===== src/rtl/neunet_mm_csr_bridge.sv =====
// -----------------------------------------------------------------------------
// neunet_mm_csr_bridge
//
// Avalon-MM slave that fronts the neural-net accelerator. It holds the
// command/status register, an auto-incrementing working pointer (wp), an input
// pointer, NUM_PTRS layer base pointers, a layer-size register and an
// interrupt enable. The data port (address 1) reaches the shared RAM through
// a request/grant port on the RAM arbiter. A START command pulses the
// feed-forward controller, and its done pulse raises a maskable interrupt.
//
// Register map (avs_address):
//   0  W: command {arg[15:8], opcode[7:0]}
//      R: status {.., irq_pend, cmd_err, busy, done_st}
//   1  data port: RAM[wp], wp auto-increments after each access
//   2  working pointer (RO)      3  input pointer (RO)
//   4  layer sizes (RW)          5  irq_en in bit 0 (RW)
//   8..8+NUM_PTRS-1  base pointers (RO); anything else reads 0
//
// Ports:
//   clk, reset            clock, asynchronous active-high reset
//   avs_*                 Avalon-MM slave (address, chipselect, read, write,
//                         writedata, readdata, waitrequest)
//   ram_req/ram_gnt       arbiter handshake; the access happens in the grant
//                         cycle
//   ram_wen, ram_addr,    write qualifier, address (= wp), write data
//   ram_wdata             (= avs_writedata)
//   ram_rdata             RAM read data, valid RD_LATENCY cycles after grant
//   start, done           controller start pulse / completion pulse
//   base_ptrs, act_ptr,   controller configuration; base entry i sits at
//   layer_sizes           [i*RAM_AW +: RAM_AW]
//   irq                   level interrupt = done_st & irq_en
//
// DATA_W must be at least 32 (command and layer-size fields).
// -----------------------------------------------------------------------------
module neunet_mm_csr_bridge #(
  parameter int DATA_W     = 32,
  parameter int RAM_AW     = 16,
  parameter int NUM_PTRS   = 4,
  parameter int RD_LATENCY = 1
) (
  input  logic                       clk,
  input  logic                       reset,
  input  logic [3:0]                 avs_address,
  input  logic                       avs_chipselect,
  input  logic                       avs_read,
  input  logic                       avs_write,
  input  logic [DATA_W-1:0]          avs_writedata,
  output logic [DATA_W-1:0]          avs_readdata,
  output logic                       avs_waitrequest,
  output logic                       ram_req,
  input  logic                       ram_gnt,
  output logic                       ram_wen,
  output logic [RAM_AW-1:0]          ram_addr,
  output logic [DATA_W-1:0]          ram_wdata,
  input  logic [DATA_W-1:0]          ram_rdata,
  output logic                       start,
  input  logic                       done,
  output logic [NUM_PTRS*RAM_AW-1:0] base_ptrs,
  output logic [RAM_AW-1:0]          act_ptr,
  output logic [31:0]                layer_sizes,
  output logic                       irq
);

  localparam int LAT_W = 3;

  localparam logic [7:0] OP_CLEAR     = 8'h01;
  localparam logic [7:0] OP_SAVE_BASE = 8'h02;
  localparam logic [7:0] OP_SAVE_IN   = 8'h03;
  localparam logic [7:0] OP_REWIND    = 8'h04;
  localparam logic [7:0] OP_ALIGN4    = 8'h05;
  localparam logic [7:0] OP_START     = 8'h06;
  localparam logic [7:0] OP_ADV1      = 8'h07;

  typedef enum logic [1:0] {S_IDLE, S_REQ, S_WAIT} state_t;

  state_t             r_state, w_state_nxt;
  logic [LAT_W-1:0]   r_lat, w_lat_nxt;

  logic [RAM_AW-1:0]  r_wp;
  logic [RAM_AW-1:0]  r_in;
  logic [RAM_AW-1:0]  r_base [NUM_PTRS];
  logic [31:0]        r_layer;
  logic               r_irq_en;
  logic               r_done_st;
  logic               r_busy;
  logic               r_cmd_err;
  logic               r_start;

  logic               w_access, w_dp, w_dp_rd, w_dp_wr, w_reg_wr;
  logic               w_req, w_wen, w_wait, w_wr_fin, w_rd_fin, w_wp_inc;
  logic               w_busy_eff;
  logic [7:0]         w_opcode, w_arg;
  logic [DATA_W-1:0]  w_reg_rdata;

  assign w_access = avs_chipselect & (avs_read | avs_write);
  assign w_dp     = (avs_address == 4'd1);
  assign w_dp_wr  = avs_chipselect & avs_write & w_dp;
  assign w_dp_rd  = avs_chipselect & avs_read & ~avs_write & w_dp;
  // Register accesses are only taken while no data-port access is in flight;
  // otherwise they are stalled until the FSM is back in IDLE.
  assign w_reg_wr = avs_chipselect & avs_write & ~w_dp & (r_state == S_IDLE);

  assign w_opcode = avs_writedata[7:0];
  assign w_arg    = avs_writedata[15:8];

  // A done pulse frees the engine in the same cycle, so a START or CLEAR
  // arriving alongside it is accepted (CLEAR then overrides the done update).
  assign w_busy_eff = r_busy & ~done;

  // Master abandoning a stalled read: the RAM access still completes but the
  // pointer only advances if the read is still being presented.
  assign w_wp_inc = w_wr_fin | (w_rd_fin & w_dp_rd);

  // ---------------------------------------------------------------------------
  // Data-port FSM
  // ---------------------------------------------------------------------------
  always_ff @(posedge clk or posedge reset) begin
    // NOTE: sequential state uses non-blocking assignments so every flop
    // samples the pre-edge values regardless of block ordering.
    if (reset) begin
      r_state <= S_IDLE;
      r_lat   <= '0;
    end else begin
      r_state <= w_state_nxt;
      r_lat   <= w_lat_nxt;
    end
  end

  always_comb begin
    // NOTE: every output of this block gets a default first; a path that
    // left one unassigned would infer a latch.
    w_state_nxt = r_state;
    w_lat_nxt   = r_lat;
    w_req       = 1'b0;
    w_wen       = 1'b0;
    w_wait      = 1'b0;
    w_wr_fin    = 1'b0;
    w_rd_fin    = 1'b0;
    case (r_state)
      S_IDLE: begin
        // Writes need no FSM: the request is held combinationally until the
        // grant cycle, which is also the cycle the write completes.
        if (w_dp_wr) begin
          w_req    = 1'b1;
          w_wen    = 1'b1;
          w_wait   = ~ram_gnt;
          w_wr_fin = ram_gnt;
        end else if (w_dp_rd) begin
          w_req  = 1'b1;
          w_wait = 1'b1;
          if (ram_gnt) begin
            w_state_nxt = S_WAIT;
            w_lat_nxt   = LAT_W'(1);
          end else begin
            w_state_nxt = S_REQ;
          end
        end
      end
      S_REQ: begin
        // Request stays up even if the master walks away; the access finishes.
        w_req  = 1'b1;
        w_wait = w_access;
        if (ram_gnt) begin
          w_state_nxt = S_WAIT;
          w_lat_nxt   = LAT_W'(1);
        end
      end
      S_WAIT: begin
        // r_lat counts cycles since the grant; RAM data is valid when it
        // reaches RD_LATENCY, which is the cycle waitrequest drops.
        if (r_lat == LAT_W'(RD_LATENCY)) begin
          w_state_nxt = S_IDLE;
          w_rd_fin    = 1'b1;
          w_wait      = w_access & ~w_dp_rd;
        end else begin
          w_lat_nxt = r_lat + LAT_W'(1);
          w_wait    = w_access;
        end
      end
      default: w_state_nxt = S_IDLE;
    endcase
  end

  // Reset must withdraw the RAM request and the stall at once, not at an edge.
  assign ram_req         = w_req & ~reset;
  assign avs_waitrequest = w_wait & ~reset;
  assign ram_wen         = w_wen;
  assign ram_addr        = r_wp;
  assign ram_wdata       = avs_writedata;

  // ---------------------------------------------------------------------------
  // Registers and command execution
  // ---------------------------------------------------------------------------
  always_ff @(posedge clk or posedge reset) begin
    if (reset) begin
      r_wp      <= '0;
      r_in      <= '0;
      r_layer   <= '0;
      r_irq_en  <= 1'b0;
      r_done_st <= 1'b0;
      r_busy    <= 1'b0;
      r_cmd_err <= 1'b0;
      r_start   <= 1'b0;
      // NOTE: the base-pointer array is a handful of flops, not a RAM, so it
      // is reset like any other register.
      for (int i = 0; i < NUM_PTRS; i++) r_base[i] <= '0;
    end else begin
      r_start <= 1'b0;
      if (done) begin
        r_done_st <= 1'b1;
        r_busy    <= 1'b0;
      end
      if (w_wp_inc) r_wp <= r_wp + RAM_AW'(1);
      // Later assignments below override the done update (CLEAR wins).
      if (w_reg_wr) begin
        case (avs_address)
          4'd0: begin
            case (w_opcode)
              OP_CLEAR: begin
                if (w_busy_eff) begin
                  r_cmd_err <= 1'b1;
                end else begin
                  r_wp      <= '0;
                  r_in      <= '0;
                  r_layer   <= '0;
                  r_irq_en  <= 1'b0;
                  r_done_st <= 1'b0;
                  r_busy    <= 1'b0;
                  r_cmd_err <= 1'b0;
                  for (int i = 0; i < NUM_PTRS; i++) r_base[i] <= '0;
                end
              end
              OP_SAVE_BASE: begin
                if (w_arg >= 8'(NUM_PTRS)) begin
                  r_cmd_err <= 1'b1;
                end else begin
                  for (int i = 0; i < NUM_PTRS; i++)
                    if (w_arg == 8'(i)) r_base[i] <= r_wp;
                end
              end
              OP_SAVE_IN: r_in <= r_wp;
              OP_REWIND:  r_wp <= r_in;
              OP_ALIGN4:  r_wp <= (r_wp + RAM_AW'(4)) & ~RAM_AW'(3);
              OP_START: begin
                if (w_busy_eff) begin
                  r_cmd_err <= 1'b1;
                end else begin
                  r_start   <= 1'b1;
                  r_busy    <= 1'b1;
                  r_done_st <= 1'b0;
                end
              end
              OP_ADV1:    r_wp <= r_wp + RAM_AW'(1);
              default:    r_cmd_err <= 1'b1;
            endcase
          end
          4'd4:    r_layer  <= 32'(avs_writedata);
          4'd5:    r_irq_en <= avs_writedata[0];
          default: ;
        endcase
      end
    end
  end

  // ---------------------------------------------------------------------------
  // Read path and controller outputs
  // ---------------------------------------------------------------------------
  always_comb begin
    w_reg_rdata = '0;
    case (avs_address)
      4'd0:    w_reg_rdata = DATA_W'({irq, r_cmd_err, r_busy, r_done_st});
      4'd2:    w_reg_rdata = DATA_W'(r_wp);
      4'd3:    w_reg_rdata = DATA_W'(r_in);
      4'd4:    w_reg_rdata = DATA_W'(r_layer);
      4'd5:    w_reg_rdata = DATA_W'(r_irq_en);
      default: begin
        for (int i = 0; i < NUM_PTRS; i++)
          if (avs_address == 4'(8 + i)) w_reg_rdata = DATA_W'(r_base[i]);
      end
    endcase
  end

  always_comb begin
    avs_readdata = '0;
    if (w_rd_fin)
      avs_readdata = ram_rdata;
    else if (avs_chipselect & avs_read & ~w_dp)
      avs_readdata = w_reg_rdata;
  end

  always_comb begin
    base_ptrs = '0;
    for (int i = 0; i < NUM_PTRS; i++) base_ptrs[i*RAM_AW +: RAM_AW] = r_base[i];
  end

  assign start       = r_start;
  assign act_ptr     = r_in;
  assign layer_sizes = r_layer;
  assign irq         = r_done_st & r_irq_en;

endmodule


===== config.mk =====
export PLATFORM = sky130hd
export DESIGN_NAME = neunet_mm_csr_bridge
export DESIGN_NICKNAME = d
export VERILOG_FILES = /design/src/rtl/neunet_mm_csr_bridge.sv
export SDC_FILE = /design/constraint.sdc
export NUM_CORES = 1
export LEC_CHECK = 0
export BUFFER_PORTS_ARGS = -buffer_cell sky130_fd_sc_hd__buf_2
export CAP_MARGIN = 20
export CORE_AREA = 8 8 106 205
export DETAILED_ROUTE_END_ITERATION = 16
export DIE_AREA = 0 0 114 213
export PLACE_DENSITY_LB_ADDON = 0.08
export SETUP_SLACK_MARGIN = 0.15
export SLEW_MARGIN = 20
export SYNTH_ARGS = -nofsm -noshare
export SYNTH_HDL_FRONTEND = slang
export SYNTH_SLANG_ARGS = --single-unit

===== constraint.sdc =====
create_clock -name clk -period 12.2 [get_ports clk]
set_input_delay 0.61 -clock clk [delete_from_list [all_inputs] [get_ports clk]]
set_output_delay 0.61 -clock clk [all_outputs]
set_load 0.005 [all_outputs]

==> results_dict.tcl <==
set metrics [dict create \
    run_status "complete, no violations" \
    crit-reg2reg-launch "ram_addr[4]" \
    internal_power_uw 912 \
    finalMaxSlewViolations 0 \
    cts_hold_buffers 0 \
    cell_occurring_most_often_along_the_worst_timing_path "sky130_fd_sc_hd__buf_2" \
    pin_count_of_the_biggest_net_entering_global_routing 77 \
    number_of_nets_in_the_synthesized_netlist 1068 \
    final_area_sq_um 10400 \
    grt_pass1_wl_um 47400 \
    ys_async_sr_fraction_pct 100 \
    netSwitchingFraction_pct 25.6 \
    total_congestion_overflow 0 \
    netlist.area_leader.share_pct 40.9 \
    cts.sinks 138 \
    crit_arrival_ns 3.22 \
    remaining_drc_errors 0 \
    largest_area_contributor_in_the_netlist "sky130_fd_sc_hd__dfrtp_1" \
    postLayoutCoreUtil_pct 54.3 \
    post-dp-hpwl_um 22900 \
    power.density_cell_area_nw_per_um2 118 \
    reg2reg_setup_slack_ns 9.66 \
    initial_utilization_pct 44.2 \
    setup_tns_ns 0 \
    core_area_sq_um 19100 \
    cts-resized-gates 0 \
    postSynthAreaPerCell_sq_um 8.54 \
    routed_vias 8335 \
    max_root_sink_buffers 2 \
    netlist_area_sq_um 8450 \
    layout_common_cells "sky130_fd_sc_hd__buf_2 (271), sky130_fd_sc_hd__nand2_1 (192), sky130_fd_sc_hd__dfrtp_1 (138)" \
    pwr-share-comb_pct 11.5 \
    drtAntennaViolNets 0 \
    setup.worst_path.end_class "output pin" \
    wl_per_cell_um 21.3 \
    path_class "primary input to output pin" \
    cts.reportedPaths.clkPinSlew_ns 0.06 \
    std_cell_rows 72 \
    cp.required_ns 11.59 \
    slew_headroom_pct 30.4 \
    insertedDiodeCount 0 \
    worst_r2r_endpoint "ram_addr[15]" \
    areaGrowthSynthToFinish_pct 22.7 \
    layout_cells_sized_above_1_pct 29.5 \
    dominantRegCellSynth "sky130_fd_sc_hd__dfrtp_1" \
    report.final.hold_viol_count 0 \
    worst_path_maximum_fanout 46 \
    grt.met1_usage_pct 30.9 \
    clock-root-buffer "sky130_fd_sc_hd__clkbuf_16" \
    fp.dieW_um 114 \
    layout_worst_path_cycle_share_pct 31.4 \
    highest_achievable_clock_rate_ghz 0.261 \
    cpMaxStageDelayCell "sky130_fd_sc_hd__nor3_2" \
    worstHoldPathType "primary input to async pin" \
    cp_cell_sequence "buf_2 > nor4b_4 > nor3_2 > nor4b_2 > buf_4 > a22o_1 > buf_2" \
    p_seq_share_pct 41.5 \
    met2_usage_pct 42.0 \
    worst_setup_path_startpoint "avs_address[1]" \
    max_clock_skew_ns 0.00768 \
    drt_iter0_markers 631 \
    synthDistinctLibCells 67 \
    yosysSeqAreaShare_pct 40.9 \
    number_of_antenna_violations_at_the_first_check_in_global_routing 0 \
    io_pins 272 \
    count_of_state_elements_after_synthesis 138 \
    dieArea_sq_um 24300 \
    rsz0062_at_grt "no" \
    final_common_cell "sky130_fd_sc_hd__buf_2" \
    drt_pre_antenna_iters 5 \
    p_leak_nw 4.86 \
    finalCriticalPeriod_ns 3.83 \
    fin_hold_ws_ns 0.317 \
    cp-start-kind "primary input" \
    postPlaceCellArea_sq_um 9690 \
    grt_busiest_layer "met2" \
    gpl.final_weighted_congestion 0.906 \
    final_nets 1253 \
    cts_setup_buffers 0 \
    finalWirelength_um 30800 \
    h-tree-depth 4 \
    clock_power_share_pct 47.0 \
    globalRouteTotalUtil_pct 25.2 \
    worst_slew_pin_slew_ns 1.04 \
    io_buffers 271 \
    die_y_um 213 \
    number_of_cell_instances_on_the_worst_register_to_register_path 5 \
    cap_viol_max_count 0 \
    slowest_delay_ns 0.81 \
    clock_buffers_created_by_tritoncts 17 \
    power.switching_uw 314 \
    clk-insertion-delay-late_ns 0.42 \
    synth_edf_count 0 \
    netlist_instances 989 \
    tritoncts "done" \
    met3_usage_pct 5.18 \
    synth_warnings 0 \
    ir_drop_worst_vdd_v 0.0000743 \
    first_global_vias 8376 \
    final-setup-viol-count 0 \
    post_drt_via_cell_ratio 5.76 \
    synth.top_cells.by_area "sky130_fd_sc_hd__dfrtp_1 (41%), sky130_fd_sc_hd__nand2_1 (8.5%), sky130_fd_sc_hd__o21ai_0 (7.3%)" \
    report.power.total_mw 1.23 \
]
==> Yosys cell counts, types with 3 or more instances <==
master	n
sky130_fd_sc_hd__nand2_1	192
sky130_fd_sc_hd__dfrtp_1	138
sky130_fd_sc_hd__o21ai_0	124
sky130_fd_sc_hd__clkbuf_1	62
sky130_fd_sc_hd__a21oi_1	56
sky130_fd_sc_hd__a22o_1	33
sky130_fd_sc_hd__buf_4	33
sky130_fd_sc_hd__nand2b_1	28
sky130_fd_sc_hd__mux2i_1	20
sky130_fd_sc_hd__a221oi_1	18
sky130_fd_sc_hd__nor2_1	18
sky130_fd_sc_hd__a211oi_1	17
sky130_fd_sc_hd__o22ai_1	17
sky130_fd_sc_hd__nand3_1	16
sky130_fd_sc_hd__nor3_1	16
sky130_fd_sc_hd__xor2_1	16
sky130_fd_sc_hd__buf_2	14
sky130_fd_sc_hd__xnor2_1	12
sky130_fd_sc_hd__a2bb2oi_1	11
sky130_fd_sc_hd__inv_1	10
sky130_fd_sc_hd__o21ai_1	10
sky130_fd_sc_hd__nor2b_1	9
sky130_fd_sc_hd__nand4_1	8
sky130_fd_sc_hd__nor4_1	8
sky130_fd_sc_hd__buf_1	6
sky130_fd_sc_hd__or4_1	6
sky130_fd_sc_hd__nor3_2	5
sky130_fd_sc_hd__o31ai_1	5
sky130_fd_sc_hd__or2_2	5
sky130_fd_sc_hd__a21o_1	4
sky130_fd_sc_hd__a32o_1	4
sky130_fd_sc_hd__a32oi_1	4
sky130_fd_sc_hd__and2_1	4
sky130_fd_sc_hd__ha_1	4
sky130_fd_sc_hd__mux2_2	4
sky130_fd_sc_hd__nand3b_1	4
sky130_fd_sc_hd__o2111ai_1	4
sky130_fd_sc_hd__a22oi_1	3
sky130_fd_sc_hd__nor4_4	3
sky130_fd_sc_hd__o22ai_2	3
==> cell type report <==
cell class,instances,area [sq um]
inverter,10,42.5
fill,1907,8730
multi-input combinational,724,4440
tap,259,324
clock buffer,21,460
clock inverter,11,193
sequential,138,3450
timing repair buffer,283,1450
==> sequential cells by signal, summed over array words and instances (netlist names), 2 cells and up <==
register and cells:
ram_addr 16, r_lat 3, act_ptr 16, layer_sizes 32
base_ptrs 64, r_state 2
==> cell families after synthesis <==
logic type      synth area share (%)
compound gates                  24.6
fa+ha+maj                      0.711
simple gates                    20.5
buf+inv                         7.50
flops                           40.9
xor+xnor                        2.90
mux                             2.90
==> worst max-delay path: cells and delay by family <==
| kind | cells | cell delay (ns) |
|---|---|---|
| buffers and inverters | 3 | 1.03 |
| AO/OA/AOI/OAI | 1 | 0.17 |
| AND/OR/NAND/NOR | 3 | 1.38 |
==> how the worst max path moves through the flow <==
| stage | end | slack, ns | cells after the start |
|---|---|---|---|
| after floorplan | act_ptr[0] | 7.89 | 1 |
| after global placement | avs_readdata[22] | 8.51 | 7 |
| after detailed placement | avs_readdata[23] | 8.43 | 7 |
| after CTS | avs_readdata[23] | 8.41 | 8 |
| after global routing | avs_readdata[22] | 8.18 | 7 |
| final | avs_readdata[22] | 8.37 | 7 |
==> through the flow <==
| stage | cells | setup slack, ns |
|---|---|---|
| after floorplan | 989 | 7.89 |
| after global placement | 1413 | 8.51 |
| after detailed placement | 1414 | 8.43 |
| after CTS | 1446 | 8.41 |
| after global routing | 1446 | 8.18 |
| final | 1446 | 8.37 |
==> power groups by stage <==
stage	clock [mW]	combinational (mW)	sequential [mW]
6_report	0.576	0.141	0.509
5_1_grt	0.602	0.158	0.510
4_1_cts	0.585	0.142	0.508
3_5_place_dp	0	0.142	0.515
3_3_place_gp	0	0.140	0.516
2_1_floorplan	0	0.0810	0.506
==> per-layer routing <==
metal,part of all wire [%],vias up
met1,40,4012
met5,0,-
met3,6.9,54
li1,-,3898
met2,50,371
met4,3.0,0
No activity file was read; power rests on OpenSTA's default activity.
